--- src/rtl/rgmii_pkg.sv ---
// Shared definitions for the RGMII in-band status decoder:
// speed encodings, receive-gap FSM states and the status tuple.
package rgmii_pkg;

    localparam logic [1:0] SPEED_10   = 2'b00;
    localparam logic [1:0] SPEED_100  = 2'b01;
    localparam logic [1:0] SPEED_1000 = 2'b10;
    localparam logic [1:0] SPEED_RSVD = 2'b11;

    typedef enum logic [1:0] {
        FRAME  = 2'd0,
        GUARD  = 2'd1,
        SAMPLE = 2'd2
    } inband_state_t;

    typedef struct packed {
        logic       link;
        logic [1:0] speed;
        logic       duplex;
    } inband_status_t;

    // Map the rising-edge nibble seen during an inter-frame gap onto the status tuple.
    function automatic inband_status_t decode_nibble(input logic [3:0] nib);
        inband_status_t s;
        s.link   = nib[0];
        s.speed  = nib[2:1];
        s.duplex = nib[3];
        return s;
    endfunction

endpackage

--- src/rtl/inband_status_debounce.sv ---
// Debounce and commit of in-band status samples. A tuple is committed once
// STABLE_CNT consecutive identical non-reserved samples have been seen.
// force_link_down drops the committed link and restarts the debounce.
module inband_status_debounce
    import rgmii_pkg::*;
#(
    parameter int STABLE_CNT = 4
) (
    input  logic           rx_mac_aclk,
    input  logic           sys_rst,
    input  logic           sample_valid,
    input  inband_status_t sample,
    input  logic           force_link_down,
    output inband_status_t status,
    output logic           status_valid,
    output logic           status_change
);

    localparam int             CW      = $clog2(STABLE_CNT + 1);
    localparam logic [CW-1:0]  CNT_MAX = CW'(STABLE_CNT);

    inband_status_t cand_reg, cand_next;
    logic [CW-1:0]  cnt_reg, cnt_next;
    inband_status_t status_reg, status_next;
    logic           valid_reg, valid_next;
    logic           change_reg, change_next;
    logic           commit;

    // Candidate tracking and saturating agreement count; reserved speed breaks the run.
    always_comb begin
        cand_next = cand_reg;
        cnt_next  = cnt_reg;
        commit    = 1'b0;
        if (force_link_down) begin
            cnt_next = '0;
        end else if (sample_valid) begin
            if (sample.speed == SPEED_RSVD) begin
                cnt_next = '0;
            end else begin
                if (sample == cand_reg) begin
                    if (cnt_reg != CNT_MAX) begin
                        cnt_next = cnt_reg + 1'b1;
                    end
                end else begin
                    cand_next = sample;
                    cnt_next  = CW'(1);
                end
                commit = (cnt_next == CNT_MAX);
            end
        end
    end

    // Committed outputs: a commit or a forced link drop updates them, change flags real differences.
    always_comb begin
        status_next = status_reg;
        valid_next  = valid_reg;
        change_next = 1'b0;
        if (force_link_down) begin
            status_next.link = 1'b0;
            change_next      = status_reg.link;
        end else if (commit) begin
            status_next = cand_next;
            valid_next  = 1'b1;
            change_next = (cand_next != status_reg);
        end
    end

    // State registers with asynchronous reset.
    always_ff @(posedge rx_mac_aclk or posedge sys_rst) begin
        if (sys_rst) begin
            cand_reg   <= '0;
            cnt_reg    <= '0;
            status_reg <= '0;
            valid_reg  <= 1'b0;
            change_reg <= 1'b0;
        end else begin
            cand_reg   <= cand_next;
            cnt_reg    <= cnt_next;
            status_reg <= status_next;
            valid_reg  <= valid_next;
            change_reg <= change_next;
        end
    end

    assign status        = status_reg;
    assign status_valid  = valid_reg;
    assign status_change = change_reg;

endmodule

--- src/rtl/rgmii_inband_status_decoder.sv ---
// RGMII in-band status decoder top: input register, inter-frame-gap FSM and
// optional link timeout (enabled with the INBAND_TIMEOUT_EN macro).
module rgmii_inband_status_decoder
    import rgmii_pkg::*;
#(
    parameter int STABLE_CNT     = 4,
    parameter int IFG_GUARD      = 2,
    parameter int TIMEOUT_CYCLES = 1250000
) (
    input  logic       rx_mac_aclk,
    input  logic       sys_rst,
    input  logic [7:0] gmii_rxd,
    input  logic       gmii_rx_dv,
    input  logic       gmii_rx_er,
    output logic       inband_link_status,
    output logic [1:0] inband_clock_speed,
    output logic       inband_duplex_status,
    output logic       inband_status_valid,
    output logic       inband_status_change
);

    localparam logic [4:0] GUARD_LAST = 5'(IFG_GUARD);

    logic [3:0]     rxd_reg;
    logic           dv_reg;
    logic           er_reg;
    inband_state_t  state_reg, state_next;
    logic [3:0]     guard_cnt_reg, guard_cnt_next;
    logic           sample_valid;
    inband_status_t sample;
    logic           timeout_hit;
    inband_status_t status;

    // The falling-edge nibble carries nothing for status decoding.
    logic unused_rxd_hi;
    assign unused_rxd_hi = ^gmii_rxd[7:4];

    // Register the receive pins once; everything downstream uses these copies.
    always_ff @(posedge rx_mac_aclk or posedge sys_rst) begin
        if (sys_rst) begin
            rxd_reg <= '0;
            dv_reg  <= 1'b0;
            er_reg  <= 1'b0;
        end else begin
            rxd_reg <= gmii_rxd[3:0];
            dv_reg  <= gmii_rx_dv;
            er_reg  <= gmii_rx_er;
        end
    end

    // FSM and guard counter state.
    always_ff @(posedge rx_mac_aclk or posedge sys_rst) begin
        if (sys_rst) begin
            state_reg     <= GUARD;
            guard_cnt_reg <= '0;
        end else begin
            state_reg     <= state_next;
            guard_cnt_reg <= guard_cnt_next;
        end
    end

    // Next state: any dv/er activity means frame; idle cycles walk through the guard into sampling.
    always_comb begin
        state_next     = state_reg;
        guard_cnt_next = guard_cnt_reg;
        if (dv_reg || er_reg) begin
            state_next = FRAME;
        end else begin
            case (state_reg)
                FRAME: begin
                    guard_cnt_next = '0;
                    state_next     = (IFG_GUARD == 0) ? SAMPLE : GUARD;
                end
                GUARD: begin
                    if (({1'b0, guard_cnt_reg} + 5'd1) >= GUARD_LAST) begin
                        state_next = SAMPLE;
                    end else begin
                        guard_cnt_next = guard_cnt_reg + 4'd1;
                    end
                end
                SAMPLE:  state_next = SAMPLE;
                default: state_next = GUARD;
            endcase
        end
    end

    assign sample_valid = (state_reg == SAMPLE) && !dv_reg && !er_reg;
    assign sample       = decode_nibble(rxd_reg);

`ifdef INBAND_TIMEOUT_EN
    localparam int            TW     = $clog2(TIMEOUT_CYCLES + 1);
    localparam logic [TW-1:0] TO_MAX = TW'(TIMEOUT_CYCLES);

    logic [TW-1:0] to_cnt_reg;
    logic          good_sample;

    assign good_sample = sample_valid && (sample.speed != SPEED_RSVD);
    assign timeout_hit = !good_sample && (to_cnt_reg == TO_MAX - 1'b1);

    // Cycles since the last usable in-band sample, saturating at the timeout.
    always_ff @(posedge rx_mac_aclk or posedge sys_rst) begin
        if (sys_rst) begin
            to_cnt_reg <= '0;
        end else if (good_sample) begin
            to_cnt_reg <= '0;
        end else if (to_cnt_reg != TO_MAX) begin
            to_cnt_reg <= to_cnt_reg + 1'b1;
        end
    end
`else
    logic unused_timeout_cfg;
    assign unused_timeout_cfg = (TIMEOUT_CYCLES > 0);
    assign timeout_hit        = 1'b0;
`endif

    inband_status_debounce #(
        .STABLE_CNT (STABLE_CNT)
    ) u_debounce (
        .rx_mac_aclk     (rx_mac_aclk),
        .sys_rst         (sys_rst),
        .sample_valid    (sample_valid),
        .sample          (sample),
        .force_link_down (timeout_hit),
        .status          (status),
        .status_valid    (inband_status_valid),
        .status_change   (inband_status_change)
    );

    assign inband_link_status   = status.link;
    assign inband_clock_speed   = status.speed;
    assign inband_duplex_status = status.duplex;

endmodule
--- config.mk ---
export PLATFORM = sky130hd
export DESIGN_NAME = rgmii_inband_status_decoder
export DESIGN_NICKNAME = d
export VERILOG_FILES = /design/src/rtl/rgmii_pkg.sv /design/src/rtl/inband_status_debounce.sv /design/src/rtl/rgmii_inband_status_decoder.sv
export SDC_FILE = /design/constraint.sdc
export NUM_CORES = 1
export LEC_CHECK = 0
export CAP_MARGIN = 0
export CORE_MARGIN = 8
export CORE_UTILIZATION = 56
export CTS_BUF_LIST = sky130_fd_sc_hd__clkbuf_8
export CTS_CLUSTER_SIZE = 16
export DETAILED_ROUTE_END_ITERATION = 10
export PLACE_DENSITY = 0.89
export SYNTH_ARGS = -nofsm -noshare
export SYNTH_HDL_FRONTEND = slang
export SYNTH_HIERARCHICAL = 1
export SYNTH_SLANG_ARGS = --single-unit
--- constraint.sdc ---
create_clock -name rx_mac_aclk -period 2.7 [get_ports rx_mac_aclk]
set_input_delay 0.405 -clock rx_mac_aclk [delete_from_list [all_inputs] [get_ports rx_mac_aclk]]
set_output_delay 0.405 -clock rx_mac_aclk [all_outputs]
set_load 0.01 [all_outputs]
# ---- Yosys cells after proc, flatten, opt, wreduce, memory -nomap -nowiden
# Cells that the tools add are included.
dict set report classes {
  addsub 3
  n_lt_le_gt_ge 1
  eq_ne 9
  muxes 16
  bitwise_logic 1
  n_reduce_logical 8
}
# op count
set op_table {}
lappend op_table {{$mux 4} 4}
lappend op_table {{$mux 3} 5}
lappend op_table {{$pmux 4 s2} 1}
lappend op_table {{$ne 3x3->1 const B} 2}
lappend op_table {{$add 4x1->5 const B} 1}
lappend op_table {{$ge 5x2->1 const B} 1}
lappend op_table {{$add 4x1->4 const B} 1}
lappend op_table {{$eq 2x2->1 const B} 2}
lappend op_table {{$eq 4x4->1} 1}
lappend op_table {{$mux 2} 2}
lappend op_table {{$ne 4x4->1} 1}
lappend op_table {{$pmux 2 s2} 1}
lappend op_table {{$add 3x1->3 const B} 1}
lappend op_table {{$eq 3x3->1 const B} 1}
lappend op_table {{$mux 1} 3}
lappend op_table {{$reduce_and 3->1} 1}
lappend op_table {{$eq 2x1->1 const B} 1}
lappend op_table {{$logic_and 1x1->1} 2}
lappend op_table {{$logic_not 1->1} 2}
lappend op_table {{$logic_not 2->1} 1}
lappend op_table {{$ne 2x2->1 const B} 1}
lappend op_table {{$reduce_bool 2->1} 1}
lappend op_table {{$logic_or 1x1->1} 1}
lappend op_table {{$not 1->1} 1}
dict set report word_totals {
  regBits 25
  inputBits 12
  output_inout_bits 6
}

# ---- Depth between registers and ports, before layout
# Gate-level depths: netlist of the first run.
dict set report depth {
  depth_word 9
  mapped_depth 8
  ltp_nobuf 8
}

# ---- Modules after synthesis
# Netlist of the first run, hierarchy kept.
# module n_inst cells_each area_each_um2
set modules_own_cells {}
lappend modules_own_cells {inband_status_debounce 1 74 754.5}
lappend modules_own_cells {rgmii_inband_status_decoder 1 42 564.3}

# ---- Worst setup path after synthesis of the first run
# Ideal clock, no wire load.
dict set report synth_path {
  path_type {reg-to-reg}
  from {reg state_reg[0]}
  to {reg u_debounce.change_reg, in the netlist u_debounce/status_change}
  setup_ns 0.126
  arrival_ns 1.953
  t_required_ns 2.574
  path_slack_ns 0.621
  path_stages_with_launch 8
  n_path_buf 0
  period_less_slack_ns 2.079
  cell_sequence {dfstp_2 inv_1 ha_1 and2_1 nand3_4 mux2_4 a221o_1 o32a_1}
}
# item line
set synth_rtl {}
lappend synth_rtl {{start, declared} rgmii_inband_status_decoder.sv:27} ;# inband_state_t state_reg, state_next;
lappend synth_rtl {{start signal, assigned} rgmii_inband_status_decoder.sv:57} ;# state_reg <= state_next;
lappend synth_rtl {{end signal, assigned} inband_status_debounce.sv:81} ;# change_reg <= change_next;
lappend synth_rtl {{end, declared} inband_status_debounce.sv:26} ;# logic change_reg, change_next;

==> flow_summary.json, run 1 <==
{
  "timing.final.crit_share": 0.844,
  "grt_pass1_wl_mm": 4.20,
  "die_x_um": 64.5,
  "yosysMostFrequentCell": "dfrtp_1",
  "ys_ff_latch": 25,
  "initial_core_util": 0.596,
  "drt_iter0_drc": 38,
  "hpwlAfterDp_mm": 1.88,
  "cts_setup_buffers": 0,
  "final.min_clock_period_ns": 2.28,
  "die_h_um": 64.5,
  "reg2regPathDepth": 7,
  "ant_nets": 0,
  "ioPinCount": 18,
  "r2r_end": "u_debounce/status_change",
  "fin_setup_tns_ns": 0,
  "synth_commonest_cells": "dfrtp_1, inv_1, nor2_1",
  "drive_above_1_share": 0.154,
  "clock-sinks": 25,
  "critical-path-max-stage-delay_ns": 0.57,
  "path_max_fanout": 6,
  "vias": 868,
  "p_leak_nw": 0.676,
  "finalHoldViolCount": 0,
  "crit_type": "reg2reg",
  "core_um2": 2210,
  "cp.arrival_ns": 2.44,
  "die_area_um2": 4160,
  "r2r_start": "state_reg[0]",
  "grt_overflow": 0,
  "drc_errors": 0,
  "cts_made_buffers": 3,
  "rows": 17,
  "maxSlewViolCount": 0,
  "powerDensity_nw_per_um2": 485,
  "cts-root-buf": "clkbuf_8",
  "avgSynthCellArea_um2": 11.4,
  "synth.distinct_cells": 38,
  "io_buffers": 13,
  "max_freq_mhz": 439,
  "wire_per_inst_um": 14.5,
  "grt_pass1_vias": 900,
  "cts_tree": "done",
  "reg2reg_slack_ns": 0.42,
  "drt_pass1_iterations": 2,
  "htree_levels": 1,
  "p_total_w": 0.000747,
  "synthCells": 116,
  "ctsResizeCount": 0,
  "yosysSeqAreaShare": 0.475,
  "vias_per_cell": 5.29,
  "antenna_found_initial": 0,
  "wl_met1_mm": 1.06,
  "critPathCaptureType": "register",
  "worstPathRequired_ns": 2.86,
  "skew_ns": 0.00404,
  "routed_wl_mm": 2.38,
  "async_flop_share": 1.00,
  "rsz0062_at_grt": "no",
  "ctsHoldBuffers": 0,
  "start_kind": "register",
  "wl_met2_mm": 1.14,
  "ir_worst_vdd_mv": 0.448,
  "layout.nets": 156,
  "grt_max_degree": 16,
  "wl_met3_um": 111,
  "netlist_area_um2": 1320,
  "relSlewSlack": 0.657,
  "synth.top_cell.area_share": 0.455,
  "areaGrowthSynthToFinish_pct": 16.8,
  "fill_cells": 171,
  "yosys-top-cells-area": "dfrtp_1, ha_1, xnor2_1, inv_1, nor2_1",
  "outcome": "completed",
  "worst_pin_slew_ns": 0.515,
  "yosys_warnings": 6,
  "drv_cap": 0,
  "synth_edf_count": 0,
  "grt_usage": 0.129,
  "antennaDiodeCount": 0,
  "yosys.area.top_type": "dfrtp_1",
  "ys.flop_type": "dfrtp_1",
  "cp_cell_sequence": "inv_1 > ha_1 > and2_1 > nand3_4 > mux2_4 > a221o_1 > o32a_1",
  "hp-class": "in2async",
  "place_congestion": 0.875,
  "critPathSlowestCell": "dfstp_2",
  "clock_latency_ns": 0.27,
  "top_layer": "met4",
  "cts_buffer_depth": 2,
  "finalSetupViolCount": 0,
  "path_clk_slew_ns": 0.09
}
[worst max path at each step]
| stage | to | cells past startpoint | slack, ns | startpoint |
|---|---|---|---|---|
| finish | u_debounce/status_change | 7 | 0.42 | state_reg[0] |
| CTS | u_debounce/status_change | 7 | 0.45 | state_reg[0] |
| global placement | u_debounce/status_change | 7 | 0.53 | state_reg[0] |
| floorplan | u_debounce/status_change | 7 | 0.62 | state_reg[0] |
| detailed placement | u_debounce/status_change | 7 | 0.48 | state_reg[0] |
| global route | u_debounce/status[1] | 6 | 0.34 | dv_reg |
[through the flow]
step	cells	area, um^2	hold slack (ns)	utilization	setup slack [ns]
after global routing	164	1540	0.509	0.696	0.339
final	164	1540	0.461	0.696	0.421
after detailed placement	160	1490	0.469	0.674	0.475
after floorplan	120	1330	0.269	-	0.621
after global placement	160	1490	0.446	0.674	0.527
after CTS	164	1540	0.479	0.696	0.448
[layout make-up]
type                    instances  area (um^2)  area share
clock inverters                 1         7.51     0.00487
repair buffers                 13          130      0.0845
well taps                      28         35.0      0.0227
flip-flops and latches         25          627       0.407
clock buffers                   3         41.3      0.0268
inverters                      12         45.0      0.0292
multi-input cells              82          654       0.425
[routing by layer]
layer | vias to the layer above | GRT usage
met5 | - | 0
met4 | 0 | 0.0845
met3 | 6 | 0.0430
met2 | 16 | 0.200
met1 | 416 | 0.150
li1 | 430 | -
[logic make-up after synthesis]
group / count (synthesis) / share of synthesized area
flip-flops: 25 / 0.475
adder cells (fa/ha/maj): 7 / 0.0664
AND/OR/NAND/NOR: 38 / 0.198
multiplexers: 9 / 0.0797
AO/OA/AOI/OAI: 16 / 0.0911
XOR/XNOR: 7 / 0.0465
other: 1 / 0.00284
buffers and inverters: 13 / 0.0398
[worst max-delay path, delay by kind of cell, from the launching register on]
family / cells / cell delay, ns
buffers and inverters: 1 / 0.07
adder cells (fa/ha/maj): 1 / 0.20
AND/OR/NAND/NOR: 2 / 0.38
multiplexers: 1 / 0.32
flip-flops: 1 / 0.57
AO/OA/AOI/OAI: 2 / 0.63
[cell usage in the layout, fill, tap and decap left out, types with 2 or more instances in the layout]
| cell | instances |
|---|---|
| ha_1 | 7 |
| conb_1 | 5 |
| dfrtp_1 | 24 |
| o22ai_1 | 2 |
| o31ai_1 | 2 |
| mux2_4 | 2 |
| xnor2_1 | 7 |
| clkdlybuf4s50_1 | 13 |
| inv_1 | 12 |
| nand3_1 | 2 |
| and2_1 | 4 |
| mux2i_1 | 3 |
| o21ai_0 | 6 |
| clkbuf_8 | 3 |
| mux2_1 | 2 |
| or2_1 | 2 |
| and2_2 | 2 |
| nand2_1 | 5 |
| mux2_2 | 2 |
| nand3b_1 | 2 |
| nor2_1 | 10 |
[power breakdown]
group          leakage (nW)  internal (W)  switching (W)  total (W)
registers             0.324      0.000394      0.0000223   0.000416
logic                 0.330     0.0000549      0.0000463   0.000101
clock network        0.0217      0.000105       0.000125   0.000230
total                 0.676      0.000553       0.000194   0.000747
No activity file was read; power rests on OpenSTA's default activity.
==> run 2: changes to the inputs <==
- clock period: 2.7 -> 2.2 ns (I/O delays scaled with it)
==> run 2 against run 1 <==
  * Worst hold slack worse by 0.058 ns
  * Combinational power increased by 32%
  * Cell area rose by 2.9%
  * Die area stayed put
  * Wire length up 8.3%
  * Clock-buffer cell count unchanged
  * Critical endpoint unchanged
==> flow_summary.json, run 2 (same netlist as run 1, synthesis figures left out) <==
{
  "outcome": "completed",
  "layout.nets": 162,
  "multi_input_area_um2": 657,
  "cp.arrival_ns": 2.26,
  "p_total_w": 0.000910,
  "maxSlewViolCount": 0,
  "cp_cell_sequence": "inv_1 > ha_1 > and2_4 > nand2b_1 > nor2_1 > nor2_1 > mux2_2 > o32a_1",
  "ir_worst_vdd_mv": 0.521,
  "critPathCaptureType": "register",
  "power_switching_w": 0.000227,
  "path_clk_slew_ns": 0.09,
  "mostFrequentLayoutCells": "dfrtp_1, clkdlybuf4s50_1, inv_1",
  "dpl_worst_slack_ns": 0.0182,
  "p_leak_nw": 0.709,
  "drt_pass1_iterations": 4,
  "grt_pass1_vias": 955,
  "cts_tree": "done",
  "drc_errors": 0,
  "grt_overflow": 0,
  "die_h_um": 64.5,
  "worstPathRequired_ns": 2.35,
  "initial_core_util": 0.596,
  "grt_pass1_wl_mm": 4.39,
  "worst_pin_slew_ns": 0.506,
  "start_kind": "register",
  "rows": 17,
  "wire_per_inst_um": 15.2,
  "r2r_end": "u_debounce/status_change",
  "cts-root-buf": "clkbuf_8",
  "grt_max_degree": 15,
  "vias_per_cell": 5.44,
  "setup_ws_ns": 0.0873,
  "ant_nets": 0,
  "cp_common_cell": "nor2_1",
  "max_freq_mhz": 473,
  "power_frac_seq": 0.559,
  "clock_latency_ns": 0.27,
  "rsz0062_at_grt": "no",
  "drive_above_1_share": 0.197,
  "grtUsageMet1": 0.141,
  "powerDensity_nw_per_um2": 574,
  "final.min_clock_period_ns": 2.11,
  "drt_iter0_drc": 32,
  "grt_use_met3": 0.0498,
  "io_buffers": 13,
  "skew_ns": 0.00543,
  "relSlewSlack": 0.662,
  "routed_wl_mm": 2.58,
  "drv_cap": 0,
  "hpwlAfterDp_mm": 2.11,
  "combPwrFrac": 0.146,
  "antennaDiodeCount": 0,
  "htree_levels": 1,
  "finalHoldViolCount": 0,
  "areaGrowthSynthToFinish_pct": 20.2,
  "fill_cells": 170,
  "antenna_found_initial": 0,
  "place_congestion": 0.865,
  "reg2reg_slack_ns": 0.09,
  "swShare": 0.249,
  "utilization": 0.717,
  "grt-busiest-layer": "met2",
  "critPathSlowestCell": "dfstp_2",
  "finalSetupViolCount": 0,
  "die_area_um2": 4160,
  "critical-path-max-stage-delay_ns": 0.55,
  "path_max_fanout": 6,
  "reg2regPathDepth": 8,
  "cts_made_buffers": 3,
  "regArea_um2": 627,
  "die_x_um": 64.5,
  "dpl.cell_count": 165,
  "ioPinCount": 18,
  "clockPowerShare": 0.294,
  "final-instance-count-excl-fill": 170,
  "clock-sinks": 25,
  "fin_setup_tns_ns": 0,
  "grtUsageMet2": 0.240,
  "r2r_start": "state_reg[0]",
  "grt_usage": 0.135,
  "core_um2": 2210,
  "cts_buffer_depth": 2,
  "p_int_w": 0.000683,
  "hp-class": "in2async",
  "final_common_cell": "dfrtp_1",
  "vias": 924,
  "crit_type": "reg2reg",
  "timing.final.crit_share": 0.960
}
## run 2: cell types whose count changed in the layout (fill, tap and decap cells not counted)
| cell | before | now |
|---|---|---|
| and2_1 | 4 | 3 |
| clkinv_2 | 0 | 1 |
| and2_4 | 1 | 2 |
| buf_4 | 0 | 6 |
| clkinvlp_4 | 1 | 0 |
## run 2: final cells by class
type	instances	area share
inverters	12	0.0284
clock inverters	1	0.00316
well taps	28	0.0221
flip-flops and latches	25	0.395
clock buffers	3	0.0260
repair buffers	19	0.110
multi-input cells	82	0.414
## run 2: through the flow
step	instance area (um^2)	hold slack (ns)
after floorplan	1330	0.194
after global placement	1530	0.446
after detailed placement	1530	0.479
after CTS	1580	0.419
after global routing	1590	0.458
final	1590	0.402
## run 2: worst max path at each step
stage	to	depth (start not counted)	startpoint	slack, ns
floorplan	u_debounce/status_change	7	state_reg[0]	0.12
global placement	u_debounce/status_change	7	state_reg[0]	0.08
detailed placement	u_debounce/status_change	7	state_reg[0]	0.02
CTS	u_debounce/status_change	7	state_reg[0]	0.0008
global route	u_debounce/status_change	8	state_reg[0]	0.004
finish	u_debounce/status_change	8	state_reg[0]	0.09
## run 2: power by group through the flow
stage	clock network [W]	registers, W	logic, W
3_3_place_gp	0	0.000514	0.000128
5_1_grt	0.000293	0.000513	0.000146
2_1_floorplan	0	0.000513	0.0000944
3_5_place_dp	0	0.000517	0.000133
4_1_cts	0.000274	0.000509	0.000134
6_report	0.000268	0.000509	0.000133
## run 2: critical path, delay by kind of cell, from the launching register on
kind	cells	cell delay, ns
AO/OA/AOI/OAI	1	0.34
multiplexers	1	0.37
adder cells (fa/ha/maj)	1	0.19
AND/OR/NAND/NOR	4	0.47
flip-flops	1	0.55
buffers and inverters	1	0.06
## run 2: what timing repair did
item                                    CTS  global route
setup buffers                             0             1
hold buffers                              0             0
endpoints found under the setup margin    0             3
gates resized for setup                   0             2
## run 2: per-layer routing
| metal | up-vias | share of wire |
|---|---|---|
| li1 | 444 | - |
| met1 | 460 | 0.41 |
| met2 | 16 | 0.53 |
| met3 | 4 | 0.050 |
| met4 | 0 | 0.011 |
| met5 | - | 0 |
